--- config.mk ---
export PLATFORM = sky130hd
export DESIGN_NAME = data_island_scheduler
export DESIGN_NICKNAME = d
export VERILOG_FILES = /design/src/rtl/hdmi_period_pkg.sv /design/src/rtl/data_island_scheduler.sv
export SDC_FILE = /design/constraint.sdc
export NUM_CORES = 1
export LEC_CHECK = 0
export ABC_CLOCK_PERIOD_IN_PS = 5200
export CAP_MARGIN = 20
export CORE_MARGIN = 4
export CORE_UTILIZATION = 51
export DETAILED_ROUTE_END_ITERATION = 12
export HOLD_SLACK_MARGIN = 0.02
export PLACE_DENSITY = 0.83
export SETUP_SLACK_MARGIN = 0.15
export SLEW_MARGIN = 10
export SYNTH_ARGS = -nofsm -noshare
export SYNTH_HDL_FRONTEND = slang
export SYNTH_SLANG_ARGS = --single-unit
--- constraint.sdc ---
create_clock -name clk_pixel -period 5.2 [get_ports clk_pixel]
set_input_delay 1.04 -clock clk_pixel [delete_from_list [all_inputs] [get_ports clk_pixel]]
set_output_delay 1.04 -clock clk_pixel [all_outputs]
set_load 0.03 [all_outputs]
--- src/rtl/hdmi_period_pkg.sv ---
// hdmi_period_pkg: period codes, island FSM states and HDMI period lengths
package hdmi_period_pkg;
  typedef enum logic [2:0] {
    CTRL           = 3'd0,
    VIDEO_PREAMBLE = 3'd1,
    VIDEO_GUARD    = 3'd2,
    VIDEO          = 3'd3,
    DI_PREAMBLE    = 3'd4,
    DI_GUARD       = 3'd5,
    DATA_ISLAND    = 3'd6
  } mode_t;
  typedef enum logic [2:0] {IDLE, DI_PRE, DI_LEAD, DI_PKT, DI_TRAIL} di_state_t;
  localparam int PREAMBLE_LEN = 8;
  localparam int GUARD_LEN = 2;
  localparam int PACKET_LEN = 32;
  localparam int MAX_PACKETS_HDMI = 18;
endpackage

--- src/rtl/data_island_scheduler.sv ---
// data_island_scheduler: per-pixel TMDS period sequencer placing one data island per horizontal blank
module data_island_scheduler
  import hdmi_period_pkg::*;
#(
  parameter int FRAME_WIDTH = 1650,
  parameter int FRAME_HEIGHT = 750,
  parameter int SCREEN_WIDTH = 1280,
  parameter int SCREEN_HEIGHT = 720,
  parameter int DI_START_GAP = 4,
  parameter int MAX_PACKETS = MAX_PACKETS_HDMI
) (
  input  logic        clk_pixel,
  input  logic        reset_n,
  input  logic        enable,
  input  logic [10:0] cx,
  input  logic [9:0]  cy,
  output logic [2:0]  mode,
  output logic        packet_enable,
  output logic [4:0]  packet_pixel_counter,
  output logic        video_field_end
);
  // 26 = preamble + both guards + minimum tail before the next line
  localparam int N_RAW = (FRAME_WIDTH - SCREEN_WIDTH - DI_START_GAP - 26) / PACKET_LEN;
  localparam int N = N_RAW > MAX_PACKETS ? MAX_PACKETS : N_RAW;
  localparam logic [10:0] START_X = 11'(SCREEN_WIDTH + DI_START_GAP - 1);
  localparam logic [10:0] SW_X = 11'(SCREEN_WIDTH);
  localparam logic [10:0] VP_LO = 11'(FRAME_WIDTH - 10);
  localparam logic [10:0] VP_HI = 11'(FRAME_WIDTH - 3);
  localparam logic [10:0] VG_LO = 11'(FRAME_WIDTH - 2);
  localparam logic [10:0] FW1_X = 11'(FRAME_WIDTH - 1);
  localparam logic [9:0] SH_Y = 10'(SCREEN_HEIGHT);
  localparam logic [9:0] SH1_Y = 10'(SCREEN_HEIGHT - 1);
  localparam logic [9:0] FH_Y = 10'(FRAME_HEIGHT);
  localparam logic [9:0] FH1_Y = 10'(FRAME_HEIGHT - 1);
  localparam logic [4:0] PRE_END = 5'(PREAMBLE_LEN - 1);
  localparam logic [4:0] GRD_END = 5'(GUARD_LEN - 1);
  localparam logic [4:0] PIX_END = 5'(PACKET_LEN - 1);
  localparam logic [4:0] LAST_PKT = 5'(N > 0 ? N - 1 : 0);
  di_state_t state_q, state_d;
  logic [4:0] cnt_q, cnt_d, pkt_q, pkt_d, ppc_q, ppc_d;
  mode_t mode_q, mode_d;
  logic pe_q, pe_d, vfe_q, vfe_d;
  logic video, next_active;
  always_comb begin
    state_d = state_q;
    cnt_d = cnt_q + 5'd1;
    pkt_d = pkt_q;
    case (state_q)
      IDLE: begin
        cnt_d = '0;
        pkt_d = '0;
        if (cx == START_X && cy < FH_Y && enable && N > 0) state_d = DI_PRE;
      end
      DI_PRE: if (cnt_q == PRE_END) begin
        state_d = DI_LEAD;
        cnt_d = '0;
      end
      DI_LEAD: if (cnt_q == GRD_END) begin
        state_d = DI_PKT;
        cnt_d = '0;
      end
      DI_PKT: if (cnt_q == PIX_END) begin
        state_d = pkt_q == LAST_PKT ? DI_TRAIL : DI_PKT;
        pkt_d = pkt_q + 5'd1;
      end
      DI_TRAIL: if (cnt_q == GRD_END) state_d = IDLE;
      default: state_d = IDLE;
    endcase
    video = cx < SW_X && cy < SH_Y;
    next_active = cy < SH1_Y || cy == FH1_Y;
    mode_d = video ? VIDEO :
             state_q == DI_PRE ? DI_PREAMBLE :
             state_q == DI_LEAD || state_q == DI_TRAIL ? DI_GUARD :
             state_q == DI_PKT ? DATA_ISLAND :
             next_active && cx >= VP_LO && cx <= VP_HI ? VIDEO_PREAMBLE :
             next_active && cx >= VG_LO && cx <= FW1_X ? VIDEO_GUARD : CTRL;
    pe_d = (state_q == DI_LEAD && cnt_q == GRD_END) ||
           (state_q == DI_PKT && cnt_q == PIX_END && pkt_q != LAST_PKT);
    ppc_d = state_q == DI_PKT ? cnt_q : 5'd0;
    vfe_d = cx == FW1_X && cy == FH1_Y;
  end
  always_ff @(posedge clk_pixel) begin
    if (!reset_n) begin
      state_q <= IDLE;
      cnt_q <= '0;
      pkt_q <= '0;
      mode_q <= CTRL;
      pe_q <= 1'b0;
      ppc_q <= '0;
      vfe_q <= 1'b0;
    end else begin
      state_q <= state_d;
      cnt_q <= cnt_d;
      pkt_q <= pkt_d;
      mode_q <= mode_d;
      pe_q <= pe_d;
      ppc_q <= ppc_d;
      vfe_q <= vfe_d;
    end
  end
  assign mode = mode_q;
  assign packet_enable = pe_q;
  assign packet_pixel_counter = ppc_q;
  assign video_field_end = vfe_q;
endmodule
# [Word-level counts from Yosys, hierarchy flattened]
# Index checks and enable logic that the tools add are counted.
[word_totals] ff_bits=23 input_bits=24 elab_cells=74
[classes] addsub=2 magnitude_cmp=8 eq_ne=17 muxes=18 n_bitwise=1 reduce_logical=20
[ops] operator="$lt A10 B10 Y1 const B" n=3
[ops] operator="$mux W3" n=9
[ops] operator="$eq A11 B11 Y1 const B" n=2
[ops] operator="$ge A11 B11 Y1 const B" n=2
[ops] operator="$le A11 B11 Y1 const B" n=2
[ops] operator="$mux W5" n=3
[ops] operator="$pmux W3 S5" n=1
[ops] operator="$pmux W5 S3" n=1
[ops] operator="$logic_and A1 B1 Y1" n=11
[ops] operator="$lt A11 B11 Y1 const B" n=1
[ops] operator="$add A5 B1 Y5 const B" n=2
[ops] operator="$eq A10 B10 Y1 const B" n=1
[ops] operator="$ne A2 B2 Y1 const B" n=5
[ops] operator="$pmux W5 S2" n=1
[ops] operator="$eq A3 B2 Y1 const B" n=2
[ops] operator="$mux W2" n=3
[ops] operator="$eq A5 B1 Y1 const B" n=1
[ops] operator="$eq A5 B3 Y1 const B" n=1
[ops] operator="$eq A5 B4 Y1 const B" n=1
[ops] operator="$eq A5 B5 Y1 const B" n=1
[ops] operator="$ne A5 B4 Y1 const B" n=1
[ops] operator="$reduce_and A5 Y1" n=1
[ops] operator="$reduce_and A2 Y1" n=2
[ops] operator="$eq A3 B1 Y1 const B" n=1
[ops] operator="other kinds (6)" n=8

# [Logic depth before layout (Yosys ltp)]
# Gate-level depths: netlist of run 1.
[logic_depth] depth_word=10 mapped_depth=7

# [Worst setup path after synthesis of run 1]
# No wires, ideal clock.
[synth_timing] path_kind="input -> register" startpoint="input cx[7]" endpoint="register state_q[0]" arrival_ns=2.124 setup_slack_ns=2.992 cell_stages=4 n_path_buf=0 path_cell_list="or4_4 -> a2111oi_4 -> a21oi_2 -> o31ai_2"
[synth_via] elab_chain_cells=5
[synth_rtl] item="start, declared" line="data_island_scheduler.sv:15" rtl="input logic [10:0] cx,"
[synth_rtl] item="$eq A11 B11 Y1" line="data_island_scheduler.sv:52" rtl="if (cx == START_X && cy < FH_Y && enable && N > 0) state_d = DI_PRE;"
[synth_rtl] item="$logic_and A1 B1 Y1 (2 in a row)" line="data_island_scheduler.sv:52"
[synth_rtl] item="$ne A2 B2 Y1 (no line)"
[synth_rtl] item="$reduce_and A5 Y1 (no line)"
[synth_rtl] item="end signal, assigned" line="data_island_scheduler.sv:92" rtl="state_q <= state_d;"
[synth_rtl] item="end, declared" line="data_island_scheduler.sv:39" rtl="di_state_t state_q, state_d;"
# Every way passes these cells.
# A chain may end at the register's enable or synchronous reset.

# [Worst setup path after layout of run 1]
[layout_timing] startpoint="input cy[5]" endpoint="register mode_q[1] (netlist: mode[1])"
[layout_via] elab_chain_cells=10 elab_cells_between_ends=15
[layout_rtl] item="start, declared" line="data_island_scheduler.sv:16" rtl="input logic [9:0] cy,"
[layout_rtl] item="$lt A10 B10 Y1 or $eq A10 B10 Y1 (tied branches)" line="data_island_scheduler.sv:70" rtl="next_active = cy < SH1_Y || cy == FH1_Y;"
[layout_rtl] item="$logic_or A1 B1 Y1" line="data_island_scheduler.sv:70"
[layout_rtl] item="$logic_and A1 B1 Y1 (2 in a row)" line="data_island_scheduler.sv:76" rtl="next_active && cx >= VG_LO && cx <= FW1_X ? VIDEO_GUARD : CTRL;"
[layout_rtl] item="$mux W2" line="data_island_scheduler.sv:76"
[layout_rtl] item="$mux W2" line="data_island_scheduler.sv:75" rtl="next_active && cx >= VP_LO && cx <= VP_HI ? VIDEO_PREAMBLE :"
[layout_rtl] item="$mux W3" line="data_island_scheduler.sv:74" rtl="state_q == DI_PKT ? DATA_ISLAND :"
[layout_rtl] item="$mux W3" line="data_island_scheduler.sv:73" rtl="state_q == DI_LEAD || state_q == DI_TRAIL ? DI_GUARD :"
[layout_rtl] item="$mux W3" line="data_island_scheduler.sv:72" rtl="state_q == DI_PRE ? DI_PREAMBLE :"
[layout_rtl] item="$mux W2 *" line="data_island_scheduler.sv:71" rtl="mode_d = video ? VIDEO :"
[layout_rtl] item="end signal, assigned" line="data_island_scheduler.sv:95" rtl="mode_q <= mode_d;"
[layout_rtl] item="end, declared" line="data_island_scheduler.sv:41" rtl="mode_t mode_q, mode_d;"
# Mark *: on every way between the ends. The rest lies on a longest branch, timed or not.

==> results.rst, run 1 <==
.. list-table::
   :header-rows: 1

   * - Metric
     - Value
   * - Outcome
     - finished clean
   * - Cell taking the most area after synthesis
     - sky130_fd_sc_hd__dfxtp_1
   * - Number of antenna violations at the first check in global routing
     - 0
   * - Detailed-route wire length per cell
     - between 10 and 15 um
   * - Clock insertion delay at the later pin of the skew report
     - ~0.32 ns
   * - Cell total after placement
     - 197
   * - Max-slew headroom
     - approximately 64%
   * - Primary flip-flop cell chosen by synthesis mapping
     - sky130_fd_sc_hd__dfxtp_1
   * - Floorplan die height
     - between 50 and 60 um
   * - Count of vias placed by the detailed router
     - between 1,000 and 1,500
   * - Static power due to leakage
     - 0.000617 uW
   * - Ratio of cells with drive above 1 in the final layout
     - roughly 8.7%
   * - Placed wire-length estimate
     - 2410 um
   * - Global-route wire length before repair
     - roughly 5200 um
   * - Die outline area
     - 0.00339 mm2
   * - End-of-flow core utilization
     - between 70 and 80%
   * - Sequential-to-total area share from yosys stat
     - 35.8%
   * - Clock sink total
     - 23
   * - Post-synthesis register bit count
     - 23
   * - Pre-antenna DRT Iters
     - 4
   * - Post-CTS clock slew at the launch and capture registers of the worst setup and hold paths
     - 0.13 ns
   * - CP startpoint
     - cy[5]
   * - Setup TNS
     - 0 ns
   * - Cell area after synthesis
     - roughly 0.0013 mm2
   * - Endpoint class of the critical path
     - register
   * - Clock period minus worst slack
     - 2.41 ns
   * - Diode insertion count for antenna repair
     - 0
   * - Number of buffers on the longest clock path
     - 2
   * - Total power consumption of the routed design
     - 332 uW
   * - Post-route fraction of the period consumed by the critical path
     - between 40% and 50%
   * - Depth of the worst register-to-register path
     - 7
   * - Final Max Tran Viols
     - 0
   * - Final GP Congestion
     - between 0.7 and 0.8
   * - PortBufs
     - 33
   * - Fmax achieved
     - between 400 and 500 MHz
   * - IO Count
     - 34
   * - Cells after synthesis
     - 140
   * - Least-Margin Pin Slew
     - 0.547 ns
   * - Total routing resource utilization after global routing
     - between 10% and 20%
   * - End of the critical path
     - mode[1]
   * - Number of nets in the layout
     - roughly 200
   * - Critical Path RT
     - between 5 and 6 ns
   * - RSZ-0062 raised after global routing
     - false
   * - Setup-failing EPs final
     - 0
   * - Initial DRC count
     - 44
   * - P per Cell Area
     - 200 mW/mm2
   * - Layout area overhead
     - 29.4%
   * - Detailed-route wire length
     - 2980 um
   * - Critical path startpoint category
     - primary input
   * - Non-filler instance count after layout
     - 201
   * - Number of nets produced by synthesis
     - between 150 and 200
   * - Fraction of registers with async set or reset after synthesis
     - 0%
   * - Area share of the largest cell type after synthesis
     - 35.8%
   * - Largest cells by area after synthesis
     - sky130_fd_sc_hd__dfxtp_1 (36%), sky130_fd_sc_hd__ha_1 (4.9%), sky130_fd_sc_hd__nand3_1 (3.9%)
   * - Count of cell types in the netlist
     - 51
   * - Post-CTS repair timing setup buffer count
     - 0
   * - Cell at the root of the clock tree
     - sky130_fd_sc_hd__clkbuf_4
   * - Yosys warnings
     - 0
   * - Count of filler cells inserted in the layout
     - about 180
   * - Number of design rule violations left after detail routing
     - 0
   * - Slack of the worst reg-to-reg path
     - approximately 3.2 ns
   * - Clock tree from TritonCTS
     - yes
   * - GRT overflow
     - 0
   * - Placeable core area
     - approximately 0.0023 mm2
   * - ANT nets after route
     - 0
   * - Via count of the first global-routing pass
     - 1,147
   * - Vias/cell
     - 5.85
   * - Initial standard-cell utilization of the core
     - a little under three fifths
   * - Final number of hold-violating endpoints
     - 0
   * - Worst Path Max Fanout
     - 5
   * - Maximum clock skew at final layout
     - roughly 0.0096 ns
   * - Startpoint of the most critical register-to-register path
     - cnt_q[0]
   * - Type of the tightest min-delay check
     - reg2reg
   * - Standard-cell row count
     - 17
   * - Level count of the clock H-tree
     - 1
   * - Worst Path Arrival
     - roughly 2.6 ns
   * - Number of buffers created by CTS
     - 3
   * - Worst hold path stage count
     - 1
   * - Hold-fix buffers at CTS
     - 0
   * - Reg2Reg Capture Point
     - pkt_q[4]
   * - Number of resized instances in the post-cts repair step
     - 0
   * - Maximum vdd drop
     - roughly 0.13 mV
   * - Average footprint of a synthesized cell
     - ~9 um2
   * - Number of synthesized flops with an enable pin
     - 0
   * - Largest net degree at the start of global routing
     - 18
   * - Maximum Capacitance Violations
     - 0
   * - Critical Setup Path Class
     - in2reg
   * - DIE WIDTH
     - between 50 and 60 um
[how the worst min path moves through the flow]
stage,slack [ns],to,start
finish,0.52,packet_pixel_counter[1],cnt_q[1]
floorplan,0.47,cnt_q[0],cnt_q[0]
global route,0.55,packet_pixel_counter[1],cnt_q[1]
CTS,0.52,packet_pixel_counter[1],cnt_q[1]
detailed placement,0.50,packet_pixel_counter[1],cnt_q[1]
global placement,0.50,cnt_q[0],cnt_q[0]
[synth_stat cells, types with 4 or more instances]
library cell,instances
sky130_fd_sc_hd__ha_1,5
sky130_fd_sc_hd__o21ai_0,7
sky130_fd_sc_hd__and2_1,5
sky130_fd_sc_hd__nand4_1,5
sky130_fd_sc_hd__nand3_1,10
sky130_fd_sc_hd__and3_1,4
sky130_fd_sc_hd__dfxtp_1,23
sky130_fd_sc_hd__nor3b_1,4
sky130_fd_sc_hd__nand2_1,8
sky130_fd_sc_hd__inv_1,6
sky130_fd_sc_hd__a21oi_1,4
sky130_fd_sc_hd__nor2b_1,6
[per-stage QoR]
| step | worst slack (ns) | hold slack, ns | cell area (um2) |
|---|---|---|---|
| floorplan | 2.99 | 0.467 | 1280 |
| global placement | 2.52 | 0.496 | 1640 |
| detailed placement | 2.47 | 0.499 | 1640 |
| CTS | 2.79 | 0.517 | 1660 |
| global route | 2.74 | 0.546 | 1660 |
| finish | 2.79 | 0.518 | 1660 |
[layer usage]
metal,vias to the layer above,track usage [%],share of wire (%)
met2,40,34.0,50
met1,538,23.3,41
met3,7,3.12,6.1
met4,0,8.61,2.5
li1,590,-,-
met5,-,0,0
[kinds of logic after synthesis]
logic type	count (synthesis)	synth area share (%)
buffers and inverters	10	2.92
multiplexers	1	0.779
adder cells (fa/ha/maj)	5	4.87
flip-flops	23	35.8
XOR/XNOR	6	4.09
AO/OA/AOI/OAI	31	19.4
AND/OR/NAND/NOR	64	32.1
[critical path, stage by stage]
cell	delay [ns]
sky130_fd_sc_hd__clkdlybuf4s50_1	0.47
sky130_fd_sc_hd__o211a_1	0.26
sky130_fd_sc_hd__o21ai_0	0.39
sky130_fd_sc_hd__o221ai_1	0.23
sky130_fd_sc_hd__o31ai_1	0.25
[power breakdown]
part	switching, uW	total, uW	internal, uW	leakage, uW
logic	29.6	63.4	33.9	0.000413
clock network	53.8	82.6	28.8	0.0000177
registers	6.05	186	180	0.000186
[layout make-up]
cell class                      count  area, um2  share of cell area [%]
Multi-Input combinational cell    107        787                    47.3
Clock buffer                        3       22.5                    1.35
Inverter                            6       22.5                    1.35
Sequential cell                    23        460                    27.7
Tap cell                           28       35.0                    2.11
Timing Repair Buffer               33        330                    19.9
Clock inverter                      1       5.00                   0.301
[cell usage in the layout, fill, tap and decap left out, types with 3 or more instances in the layout]
master                            instances
sky130_fd_sc_hd__clkbuf_4                 3
sky130_fd_sc_hd__nand3_1                 10
sky130_fd_sc_hd__nand2_1                  8
sky130_fd_sc_hd__nand4_1                  5
sky130_fd_sc_hd__xnor2_1                  3
sky130_fd_sc_hd__nor2b_1                  6
sky130_fd_sc_hd__xor2_1                   3
sky130_fd_sc_hd__clkdlybuf4s50_1         33
sky130_fd_sc_hd__nor2_1                   3
sky130_fd_sc_hd__dfxtp_1                 23
sky130_fd_sc_hd__inv_1                    6
sky130_fd_sc_hd__a21oi_1                  4
sky130_fd_sc_hd__and2_1                   5
sky130_fd_sc_hd__nand2b_1                 3
sky130_fd_sc_hd__ha_1                     5
sky130_fd_sc_hd__o21ai_0                  7
sky130_fd_sc_hd__and3_1                   4
sky130_fd_sc_hd__nor3b_1                  4
[flip-flops by register name, summed over array words and instances, names as in the netlist]
register,cells
cnt_q,5
packet_pixel_counter,5
pkt_q,5
mode,3
state_q,3
packet_enable,1
video_field_end,1
Power figures use the tool's default switching activity.
==> inputs of run 2 (changes only) <==
--- a/config.mk
+++ b/config.mk
@@ -5,13 +5,13 @@
 export SDC_FILE = /design/constraint.sdc
 export NUM_CORES = 1
 export LEC_CHECK = 0
-export ABC_CLOCK_PERIOD_IN_PS = 5200
+export ABC_CLOCK_PERIOD_IN_PS = 2200
 export CAP_MARGIN = 20
 export CORE_MARGIN = 4
-export CORE_UTILIZATION = 51
+export CORE_UTILIZATION = 43
 export DETAILED_ROUTE_END_ITERATION = 12
 export HOLD_SLACK_MARGIN = 0.02
-export PLACE_DENSITY = 0.83
+export PLACE_DENSITY = 0.75
 export SETUP_SLACK_MARGIN = 0.15
 export SLEW_MARGIN = 10
 export SYNTH_ARGS = -nofsm -noshare
==> constraint.sdc (replaced) <==
create_clock -name clk_pixel -period 2.2 [get_ports clk_pixel]
set_input_delay 0.44 -clock clk_pixel [delete_from_list [all_inputs] [get_ports clk_pixel]]
set_output_delay 0.44 -clock clk_pixel [all_outputs]
set_load 0.03 [all_outputs]
==> results.rst, run 2 (synthesis gave the netlist of run 1 again) <==
.. list-table::
   :header-rows: 1

   * - Metric
     - Value
   * - Outcome
     - finished clean (unchanged)
   * - Clock period minus worst slack
     - between 1.5 and 2 ns
   * - Maximum clock skew at final layout
     - 0.00394 ns (was 0.00958 ns)
   * - Via count of the first global-routing pass
     - 1,138 (was 1,147)
   * - Depth of the worst register-to-register path
     - 7 (unchanged)
   * - Fmax achieved
     - approximately 530 MHz
   * - Clock tree from TritonCTS
     - yes (unchanged)
   * - Detailed-route wire length per cell
     - 13.8 um (was 14.8 um)
   * - Cells along the critical path
     - ha_1 -> and3_1 -> ha_2 -> nand3_1 -> a2111oi_4 -> xnor2_1 -> nor2_1 (was clkdlybuf4s50_1 -> o211a_1 -> o21ai_0 -> o221ai_1 -> o31ai_1)
   * - Placeable core area
     - 0.00281 mm2 (was 0.00230 mm2)
   * - Initial standard-cell utilization of the core
     - 45.8% (was 55.9%)
   * - Placed instance area
     - 0.00167 mm2 (was 0.00164 mm2)
   * - Number of design rule violations left after detail routing
     - 0 (unchanged)
   * - Diode insertion count for antenna repair
     - 0 (unchanged)
   * - Worst Path Max Fanout
     - 6 (was 5)
   * - Largest net degree at the start of global routing
     - 17 (was 18)
   * - RSZ-0062 raised after global routing
     - false (unchanged)
   * - Top library cells by usage in the layout, fill and taps aside
     - sky130_fd_sc_hd__clkdlybuf4s50_1 (33), sky130_fd_sc_hd__dfxtp_1 (23), sky130_fd_sc_hd__nand3_1 (10) (unchanged)
   * - ANT nets after route
     - 0 (unchanged)
   * - Largest stage delay on the critical path
     - 0.41 ns (was 0.47 ns)
   * - Cell total after placement
     - 204 (was 197)
   * - Hold slack
     - 0.509 ns (was 0.518 ns)
   * - Floorplan die height
     - 62.7 um (was 58.2 um)
   * - Standard-cell row count
     - 19 (was 17)
   * - Non-filler instance count after layout
     - 208 (was 201)
   * - Post-CTS clock slew at the launch and capture registers of the worst setup and hold paths
     - 0.12 ns (was 0.13 ns)
   * - Worst Path Arrival
     - 2.09 ns (was 2.64 ns)
   * - Max-slew headroom
     - 60.6% (was 63.5%)
   * - Leading cell type in the layout, fill and taps excluded
     - sky130_fd_sc_hd__clkdlybuf4s50_1 (unchanged)
   * - Setup-failing EPs final
     - 0 (unchanged)
   * - PortBufs
     - 33 (unchanged)
   * - Post-CTS repair timing setup buffer count
     - 0 (unchanged)
   * - Hold worst-path end
     - cnt_q[0] (was packet_pixel_counter[1])
   * - Global-route wire length before repair
     - 4990 um (was 5190 um)
   * - DIE WIDTH
     - 62.7 um (was 58.2 um)
   * - Die outline area
     - 0.00393 mm2 (was 0.00339 mm2)
   * - Clock insertion delay at the later pin of the skew report
     - 0.31 ns (was 0.32 ns)
   * - Type of the tightest min-delay check
     - reg2reg (unchanged)
   * - Slack of the worst reg-to-reg path
     - 0.32 ns (was 3.19 ns)
   * - Count of vias placed by the detailed router
     - 1,160 (was 1,175)
   * - Post-route fraction of the period consumed by the critical path
     - between 80% and 90%
   * - Critical Path RT
     - 2.42 ns (was 5.43 ns)
   * - P per Cell Area
     - 458 mW/mm2 (was 200 mW/mm2)
   * - Least-Margin Pin Slew
     - 0.591 ns (was 0.547 ns)
   * - Static power due to leakage
     - 0.000630 uW (was 0.000617 uW)
   * - Cell at the root of the clock tree
     - sky130_fd_sc_hd__clkbuf_4 (unchanged)
   * - Worst hold path stage count
     - 1 (unchanged)
   * - Final number of hold-violating endpoints
     - 0 (unchanged)
   * - Final GP Congestion
     - 0.871 (was 0.784)
   * - Maximum Capacitance Violations
     - 0 (unchanged)
   * - Clock sink total
     - 23 (unchanged)
   * - Ratio of cells with drive above 1 in the final layout
     - 10.7% (was 8.67%)
   * - Detailed-route wire length
     - 2870 um (was 2980 um)
   * - Initial DRC count
     - 34 (was 44)
   * - Critical Setup Path Class
     - reg2reg (was in2reg)
   * - Layout area overhead
     - 33.1% (was 29.4%)
   * - Startpoint of the most critical hold path
     - cnt_q[0] (was cnt_q[1])
   * - Pre-antenna DRT Iters
     - 4 (unchanged)
   * - GRT overflow
     - 0 (unchanged)
   * - Crit-path slowest cell
     - sky130_fd_sc_hd__dfxtp_1 (was sky130_fd_sc_hd__clkdlybuf4s50_1)
   * - Startpoint of the most critical register-to-register path
     - cnt_q[0] (unchanged)
   * - Placed wire-length estimate
     - 2300 um (was 2410 um)
   * - Number of nets in the layout
     - 207 (was 203)
   * - Final Max Tran Viols
     - 0 (unchanged)
   * - Critical path startpoint category
     - register (was primary input)
   * - Number of antenna violations at the first check in global routing
     - 0 (unchanged)
   * - Endpoint class of the critical path
     - register (unchanged)
   * - Level count of the clock H-tree
     - 1 (unchanged)
   * - Number of buffers on the longest clock path
     - 2 (unchanged)
   * - Vias/cell
     - 5.58 (was 5.85)
   * - Number of buffers created by CTS
     - 3 (unchanged)
   * - Post-Layout Inst Area
     - 0.00171 mm2 (was 0.00166 mm2)
   * - Maximum vdd drop
     - 0.395 mV (was 0.134 mV)
   * - Total routing resource utilization after global routing
     - 15.2% (was 19.5%)
   * - IO Count
     - 34 (unchanged)
   * - Reg2Reg Capture Point
     - pkt_q[4] (unchanged)
   * - Setup TNS
     - 0 ns (unchanged)
## run 2: metal layers
metal | wire length [um] | track usage, % | share of wire (%) | vias up
met5 | 0 | 0 | 0 | -
li1 | - | - | - | 600
met2 | 1410 | 26.6 | 49 | 21
met4 | 23 | 3.31 | 0.80 | 0
met3 | 106 | 3.24 | 3.7 | 4
met1 | 1330 | 19.1 | 46 | 535
## run 2: cell type report
cell class              instances  area, um2
multi-input cells             107        802
well taps                      31       38.8
fillers                       265       1090
inverters                       6       22.5
flip-flops and latches         23        460
repair buffers                 37        360
clock buffers                   4       26.3
## run 2: worst max-delay path by stage
stage | from | slack, ns | end
2_1_floorplan | cnt_q[0] | 0.44 | pkt_q[4]
3_3_place_gp | cx[7] | 0.14 | state_q[0]
3_5_place_dp | cx[7] | 0.11 | state_q[0]
4_1_cts | cnt_q[0] | 0.17 | pkt_q[4]
5_1_grt | cnt_q[0] | 0.17 | pkt_q[4]
6_report | cnt_q[0] | 0.32 | pkt_q[4]
## run 2: what timing repair did
item / in CTS / in global routing
resized for setup: 0 / 2
hold buffers: 0 / 0
setup endpoints to repair: 0 / 1
## run 2: worst max-delay path: cells and delay by family (launching register included)
kind	cells	cell delay, ns
adders and majority gates	2	0.45
xor gates and xnor gates	1	0.16
AOI/OAI and AO/OA	1	0.36
and+or+nand+nor	3	0.41
DFF	1	0.41
## run 2: metrics by stage
stage / worst slack (ns) / power [uW] / util (%)
4_1_cts: 0.170 / 791 / 60.4
5_1_grt: 0.168 / 834 / 61.0
3_5_place_dp: 0.108 / 602 / 59.5
3_3_place_gp: 0.139 / 598 / 59.5
6_report: 0.321 / 784 / 61.0
2_1_floorplan: 0.437 / 523 / -
## run 2: where the power goes
group	switching [uW]	leakage (uW)	internal [uW]
sequential	13.8	0.000186	425
combinational	70.6	0.000429	84.5
clock	119	0.0000150	70.8
total	204	0.000630	580
==> inputs of run 3 (changes only) <==
--- a/config.mk
+++ b/config.mk
@@ -10,9 +10,11 @@
 export CORE_MARGIN = 4
 export CORE_UTILIZATION = 43
 export DETAILED_ROUTE_END_ITERATION = 12
+export GPL_ROUTABILITY_DRIVEN = 0
 export HOLD_SLACK_MARGIN = 0.02
 export PLACE_DENSITY = 0.75
 export SETUP_SLACK_MARGIN = 0.15
+export SKIP_CTS_REPAIR_TIMING = 1
 export SLEW_MARGIN = 10
 export SYNTH_ARGS = -nofsm -noshare
 export SYNTH_HDL_FRONTEND = slang
==> results of run 3 <==
Same layout as run 2: the final DEF is identical, and so are final timing and power.
